`src/rtl/sram_requester.sv`:
```
// -----------------------------------------------------------------------------
// sram_requester
//
// Initiator side of the 16-bit dual-bank SRAM macro interface. Core requests
// arrive on a valid/ready port and are turned into one macro operation per
// cycle. Read data and write acknowledgements come back in request order at a
// fixed latency. The macro has no write mask, so byte-masked writes are done
// as read-modify-write (RMW): read the word, merge, write it back.
//
// Latency (request accepted in cycle T):
//   read / full write / empty-mask write : resp_valid in T+2
//   partial write (RMW)                  : resp_valid in T+4, req_ready low
//                                          in T+1 and T+2
//
// Ports:
//   clk, rst_n     clock, synchronous active-low reset
//   req_valid      request present
//   req_ready      request accepted when req_valid && req_ready
//   req_we         1 = write, 0 = read
//   req_addr       word address
//   req_wdata      write data
//   req_bmask      byte enables for writes (bit0 = [7:0], bit1 = [15:8])
//   resp_valid     one-cycle pulse per accepted request
//   resp_rdata     read data; 0 for write acknowledgements
//   mem_cs         macro chip select
//   mem_we         macro write enable
//   mem_wr_addr    macro write address
//   mem_rd_addr    macro read address
//   mem_wdata      macro write data
//   mem_rdata      macro read data, valid the cycle after a read issue and
//                  held while mem_cs is low
// -----------------------------------------------------------------------------
module sram_requester #(
    parameter int ADDR_W = 12,
    parameter int DATA_W = 16
) (
    input  logic                clk,
    input  logic                rst_n,

    input  logic                req_valid,
    output logic                req_ready,
    input  logic                req_we,
    input  logic [ADDR_W-1:0]   req_addr,
    input  logic [DATA_W-1:0]   req_wdata,
    input  logic [DATA_W/8-1:0] req_bmask,

    output logic                resp_valid,
    output logic [DATA_W-1:0]   resp_rdata,

    output logic                mem_cs,
    output logic                mem_we,
    output logic [ADDR_W-1:0]   mem_wr_addr,
    output logic [ADDR_W-1:0]   mem_rd_addr,
    output logic [DATA_W-1:0]   mem_wdata,
    input  logic [DATA_W-1:0]   mem_rdata
);

    localparam int BM_W = DATA_W / 8;

    typedef enum logic [1:0] {
        IDLE     = 2'd0,
        RMW_WAIT = 2'd1,   // RMW read in flight, merge with mem_rdata
        RMW_WR   = 2'd2    // write the merged word back
    } state_e;

    // -------------------------------------------------------------------------
    // State
    // -------------------------------------------------------------------------
    state_e              state_q,      state_d;
    logic [ADDR_W-1:0]   addr_q,       addr_d;      // last accepted address
    logic [DATA_W-1:0]   wdata_q,      wdata_d;     // write data, then merged word
    logic [BM_W-1:0]     bmask_q,      bmask_d;     // byte mask of pending RMW

    // Response pipeline: stage 1 is loaded when the final memory op of a
    // request issues; stage 2 is the visible response. Read data is captured
    // on the stage 1 -> stage 2 move, the cycle the macro presents it.
    logic                p1_valid_q,   p1_valid_d;
    logic                p1_read_q,    p1_read_d;
    logic                resp_valid_q, resp_valid_d;
    logic [DATA_W-1:0]   resp_rdata_q, resp_rdata_d;

    // -------------------------------------------------------------------------
    // Request decode
    // -------------------------------------------------------------------------
    logic accept;
    logic mask_full;
    logic mask_none;

    assign req_ready = (state_q == IDLE) && rst_n;
    assign accept    = req_valid && req_ready;
    assign mask_full = &req_bmask;
    assign mask_none = ~|req_bmask;

    // Merge for the RMW: selected bytes from the latched write data, the rest
    // from the word the macro returned for the RMW read.
    logic [DATA_W-1:0] merged;

    always_comb begin
        merged = mem_rdata;
        for (int b = 0; b < BM_W; b++) begin
            if (bmask_q[b]) begin
                merged[b*8 +: 8] = wdata_q[b*8 +: 8];
            end
        end
    end

    // -------------------------------------------------------------------------
    // Next-state and memory-pin logic
    // -------------------------------------------------------------------------
    logic load_resp;
    logic load_is_read;

    always_comb begin
        // NOTE: every signal gets a default before the case so no path leaves
        // it unassigned; otherwise a latch would be inferred.
        state_d      = state_q;
        addr_d       = addr_q;
        wdata_d      = wdata_q;
        bmask_d      = bmask_q;
        load_resp    = 1'b0;
        load_is_read = 1'b0;

        // With no op issued the address/data pins just hold the last values.
        mem_cs       = 1'b0;
        mem_we       = 1'b0;
        mem_wr_addr  = addr_q;
        mem_rd_addr  = addr_q;
        mem_wdata    = wdata_q;

        unique case (state_q)
            IDLE: begin
                if (accept) begin
                    // Pins follow the request combinationally in the accept cycle.
                    addr_d      = req_addr;
                    mem_wr_addr = req_addr;
                    mem_rd_addr = req_addr;
                    if (!req_we) begin
                        mem_cs       = 1'b1;
                        load_resp    = 1'b1;
                        load_is_read = 1'b1;
                    end else if (mask_full) begin
                        mem_cs    = 1'b1;
                        mem_we    = 1'b1;
                        mem_wdata = req_wdata;
                        wdata_d   = req_wdata;
                        load_resp = 1'b1;
                    end else if (mask_none) begin
                        // Nothing to write: acknowledge without touching the macro.
                        load_resp = 1'b1;
                    end else begin
                        // Partial write: issue the read half of the RMW.
                        mem_cs  = 1'b1;
                        wdata_d = req_wdata;
                        bmask_d = req_bmask;
                        state_d = RMW_WAIT;
                    end
                end
            end

            RMW_WAIT: begin
                // mem_rdata holds the old word this cycle; keep the merge in
                // wdata_q so the write cycle drives it straight from a flop.
                wdata_d = merged;
                state_d = RMW_WR;
            end

            RMW_WR: begin
                mem_cs    = 1'b1;
                mem_we    = 1'b1;
                load_resp = 1'b1;
                state_d   = IDLE;
            end

            default: begin
                state_d = IDLE;
            end
        endcase

        // The pins are quiet and zero in any cycle with reset asserted, even
        // before the flops have taken their reset values.
        if (!rst_n) begin
            mem_cs      = 1'b0;
            mem_we      = 1'b0;
            mem_wr_addr = '0;
            mem_rd_addr = '0;
            mem_wdata   = '0;
        end
    end

    // Response pipeline next values.
    always_comb begin
        p1_valid_d   = load_resp;
        p1_read_d    = load_is_read;
        resp_valid_d = p1_valid_q;
        resp_rdata_d = (p1_valid_q && p1_read_q) ? mem_rdata : '0;
    end

    // -------------------------------------------------------------------------
    // Registers
    // -------------------------------------------------------------------------
    // NOTE: reset is synchronous, so it is tested inside the clocked block
    // rather than in the sensitivity list. Sequential state always uses
    // non-blocking assignments so every flop samples pre-edge values.
    always_ff @(posedge clk) begin
        if (!rst_n) begin
            state_q      <= IDLE;
            addr_q       <= '0;
            wdata_q      <= '0;
            bmask_q      <= '0;
            p1_valid_q   <= 1'b0;
            p1_read_q    <= 1'b0;
            resp_valid_q <= 1'b0;
            resp_rdata_q <= '0;
        end else begin
            state_q      <= state_d;
            addr_q       <= addr_d;
            wdata_q      <= wdata_d;
            bmask_q      <= bmask_d;
            p1_valid_q   <= p1_valid_d;
            p1_read_q    <= p1_read_d;
            resp_valid_q <= resp_valid_d;
            resp_rdata_q <= resp_rdata_d;
        end
    end

    assign resp_valid = resp_valid_q;
    assign resp_rdata = resp_rdata_q;

endmodule

```
`config.mk`:
```
export PLATFORM = sky130hd
export DESIGN_NAME = sram_requester
export DESIGN_NICKNAME = d
export VERILOG_FILES = /design/src/rtl/sram_requester.sv
export SDC_FILE = /design/constraint.sdc
export NUM_CORES = 1
export LEC_CHECK = 0
export CORE_MARGIN = 3
export CORE_UTILIZATION = 24
export DETAILED_ROUTE_END_ITERATION = 10
export GPL_TIMING_DRIVEN = 0
export PLACE_DENSITY_LB_ADDON = 0.05
export RECOVER_POWER = 100
export SLEW_MARGIN = 0
export SYNTH_ARGS = -nofsm -noshare
export SYNTH_HDL_FRONTEND = slang
export SYNTH_SLANG_ARGS = --single-unit
```
`constraint.sdc`:
```
create_clock -name clk -period 1.7 [get_ports clk]
set_input_delay 0.34 -clock clk [delete_from_list [all_inputs] [get_ports clk]]
set_output_delay 0.34 -clock clk [all_outputs]
set_load 0.1 [all_outputs]
```
==> results.json <==
{
  "vias": 2306,
  "p_leak_nw": 1.819,
  "gr-total-overflow": 0,
  "start_util_pct": 25.16,
  "dp_hpwl_um": 5625,
  "die_h_um": 105.3,
  "cp-end-kind": "primary output",
  "ios": 110,
  "die-area_um2": 11100,
  "required_ps": 1360,
  "hold_class": "in2reg",
  "postLayoutSetupSlackWorst_ps": -402.1,
  "synthFlopType": "dfxtp_1",
  "ys_warn_count": 0,
  "cts_max_level": 2,
  "rsz0062_at_grt": "true",
  "drt_first_iter_violations": 54,
  "die_w_um": 105.3,
  "clock-sinks": 51,
  "first_global_vias": 2478,
  "slowest_stage": "dfxtp_4",
  "finalClockSkew_ps": 8.837,
  "slew_headroom_pct": 63.65,
  "synth_simple_gate_area_share_pct": 25.41,
  "final_nets": 450,
  "violations": "setup timing",
  "drc": 0,
  "yosysTopAreaCellShare_pct": 43.11,
  "synth_nets": 326,
  "routedWlPerCell_um": 14.86,
  "area_delta_synth_final_pct": 105.3,
  "synth_xor_area_share_pct": 0,
  "cts_root_buf": "clkbuf_8",
  "drive_above_1_share_pct": 39.80,
  "viasPerCell": 4.384,
  "p_total_mw": 3.287,
  "r2r_slack_ps": 140,
  "synthMuxAreaShare_pct": 8.030,
  "period_share_pct": 123.7,
  "ys_seq_area_share_pct": 43.11,
  "synth_cell_type_count": 24,
  "cp_max_fo": 8,
  "fp.coreArea_um2": 9415,
  "gp_congestion": 0.7294,
  "worst_pin_slew_ps": 545.3,
  "slowest_delay_ps": 350,
  "clkLatencyLatePin_ps": 310,
  "grt_pass1_wl_um": 12720,
  "hold_violations": 0,
  "multi_input_area_um2": 1506,
  "maxCapViolCount": 0,
  "worstSetupStartpointType": "register",
  "fmax_mhz": 475.7,
  "synthArstFlopShare_pct": 0,
  "synth_area_leaders": "dfxtp_1, mux2i_1, nand2_1",
  "critical_path_class": "reg2out",
  "fill_cells": 850,
  "synthesis.area_um2": 2369,
  "p_per_area_nw_per_um2": 675.8,
  "critical_path.cell_chain": "and4bb_1 -> buf_6 -> and2_4 -> mux2i_4 -> buf_12",
  "postSynthCellCount": 272,
  "ant_nets": 0,
  "cts_tree": "done",
  "routed_wl_um": 7817,
  "yosys.area.top_type": "dfxtp_1",
  "ff_latch_area_um2": 1026,
  "synth_top_family_by_area": "simple AND/OR/NAND/NOR gates",
  "path_clk_slew_ps": 90,
  "io_buffers": 108,
  "setup_viol": 43,
  "n_antenna_cell": 0,
  "antenna_found_initial": 0,
  "synth_edf_count": 0,
  "synth_fa_ha_area_share_pct": 2.113,
  "min_period_ps": 2102,
  "slew_violations": 0,
  "status": "finished, violations left",
  "synth_compound_area_share_pct": 12.26,
  "peakVddDrop_mv": 0.3115,
  "grt_max_degree": 15,
  "path_buf_inv": 2,
  "tns_ps": -14020,
  "cp_top_family": "simple AND/OR/NAND/NOR gates",
  "synth_common_cells": "dfxtp_1, nand2_1, o21ai_0",
  "numCtsBuffers": 5,
  "worst_ep_arrival_time_ps": 1760,
  "firstDrtPassIters": 4,
  "ys_seq_elements": 51,
  "grt.total_usage_pct": 14.30,
  "clockBufferDepth": 2,
  "num_rows": 35,
  "postSynthAreaPerCell_um2": 8.708,
  "synth_most_common_cell": "dfxtp_1"
}
through the flow:
step                      hold WS (ps)  std cells  cell area [um2]  setup WS, ps  util (%)
after global routing             400.9        526             4863        -476.5     51.65
after CTS                        387.7        522             4748        -491.9     50.43
after global placement           450.2        509             4175         -1848     44.35
after detailed placement         448.4        509             4175         -1849     44.35
after floorplan                  411.6        272             2933        -447.9         -
final                            400.1        526             4863        -402.1     51.65
worst reg2reg max path, cell delays in order, from the launching register on:
cell and delay (ps):
dfxtp_4 350, buf_4 100, buf_6 100, clkbuf_16 120
buf_4 140, or3b_2 460, o211ai_1 110, mux2i_1 90
per-layer routing:
layer | global-route usage, % | vias up | part of all wire [%]
met5 | 0 | - | 0
met4 | 3.280 | 0 | 0.75
met3 | 3.552 | 4 | 5.1
met2 | 23.63 | 61 | 49
met1 | 18.75 | 1082 | 45
li1 | - | 1159 | -
flip-flops by register name, summed over array words and instances (netlist names):
signal and count:
addr_q 12, bmask_q 2, p1_read_q 1, p1_valid_q 1, resp_rdata 16, resp_valid 1
state_q 2, wdata_q 16
path summary, 6_finish.rpt:
| kind | startpoint | end | cells past startpoint |
|---|---|---|---|
| worst max-delay path | state_q[0] | mem_wdata[10] | 5 |
| worst min-delay path | rst_n | wdata_q[15] | 3 |
| worst max register to register | state_q[0] | wdata_q[5] | 7 |
| worst min register to register | bmask_q[1] | bmask_q[1] | 2 |
cells in the final DEF (no fill, tap or decap), drive strengths merged, types with 2 or more instances in the layout:
| cell type | count |
|---|---|
| nor2 | 4 |
| clkdlybuf4s15 | 17 |
| a21oi | 3 |
| dfxtp | 51 |
| o211ai | 16 |
| and2 | 23 |
| o21ai | 27 |
| inv | 4 |
| or3b | 16 |
| nand3 | 15 |
| nand2 | 47 |
| buf | 71 |
| clkdlybuf4s50 | 44 |
| clkbuf | 22 |
| mux2i | 19 |
| nand2b | 2 |
| nor2b | 2 |
| dlygate4sd2 | 4 |
| a32o | 2 |
| ha | 4 |
power breakdown:
part	switching [mW]	internal (mW)
Combinational	0.761	0.552
Clock	0.426	0.291
Sequential	0.0129	1.24
kinds of logic (layout without fill, tap and decap cells):
group                    count (synthesis)  count (layout)
adder cells (fa/ha/maj)                  4               4
AND/OR/NAND/NOR                        112             112
buffers and inverters                   38             163
AO/OA/AOI/OAI                           48              48
multiplexers                            19              19
flip-flops                              51              51
cell type report:
| class | count | share of cell area [%] |
|---|---|---|
| Buffer | 33 | 9.159 |
| Clock buffer | 7 | 1.569 |
| Clock inverter | 1 | 0.1029 |
| Inverter | 4 | 0.3087 |
| Multi-Input combinational cell | 183 | 30.97 |
| Sequential cell | 51 | 21.10 |
| Tap cell | 129 | 3.319 |
| Timing Repair Buffer | 118 | 33.47 |
repair_timing:
action / 4_1_cts / 5_1_grt
pin swaps: 2 / 1
setup endpoints to repair: 79 / 52
gates cloned: 1 / 0
hold buffers: 0 / 0
gates resized for setup: 451 / 21
setup buffers: 5 / 4
Note: power is estimated with default switching activity, not from simulation.
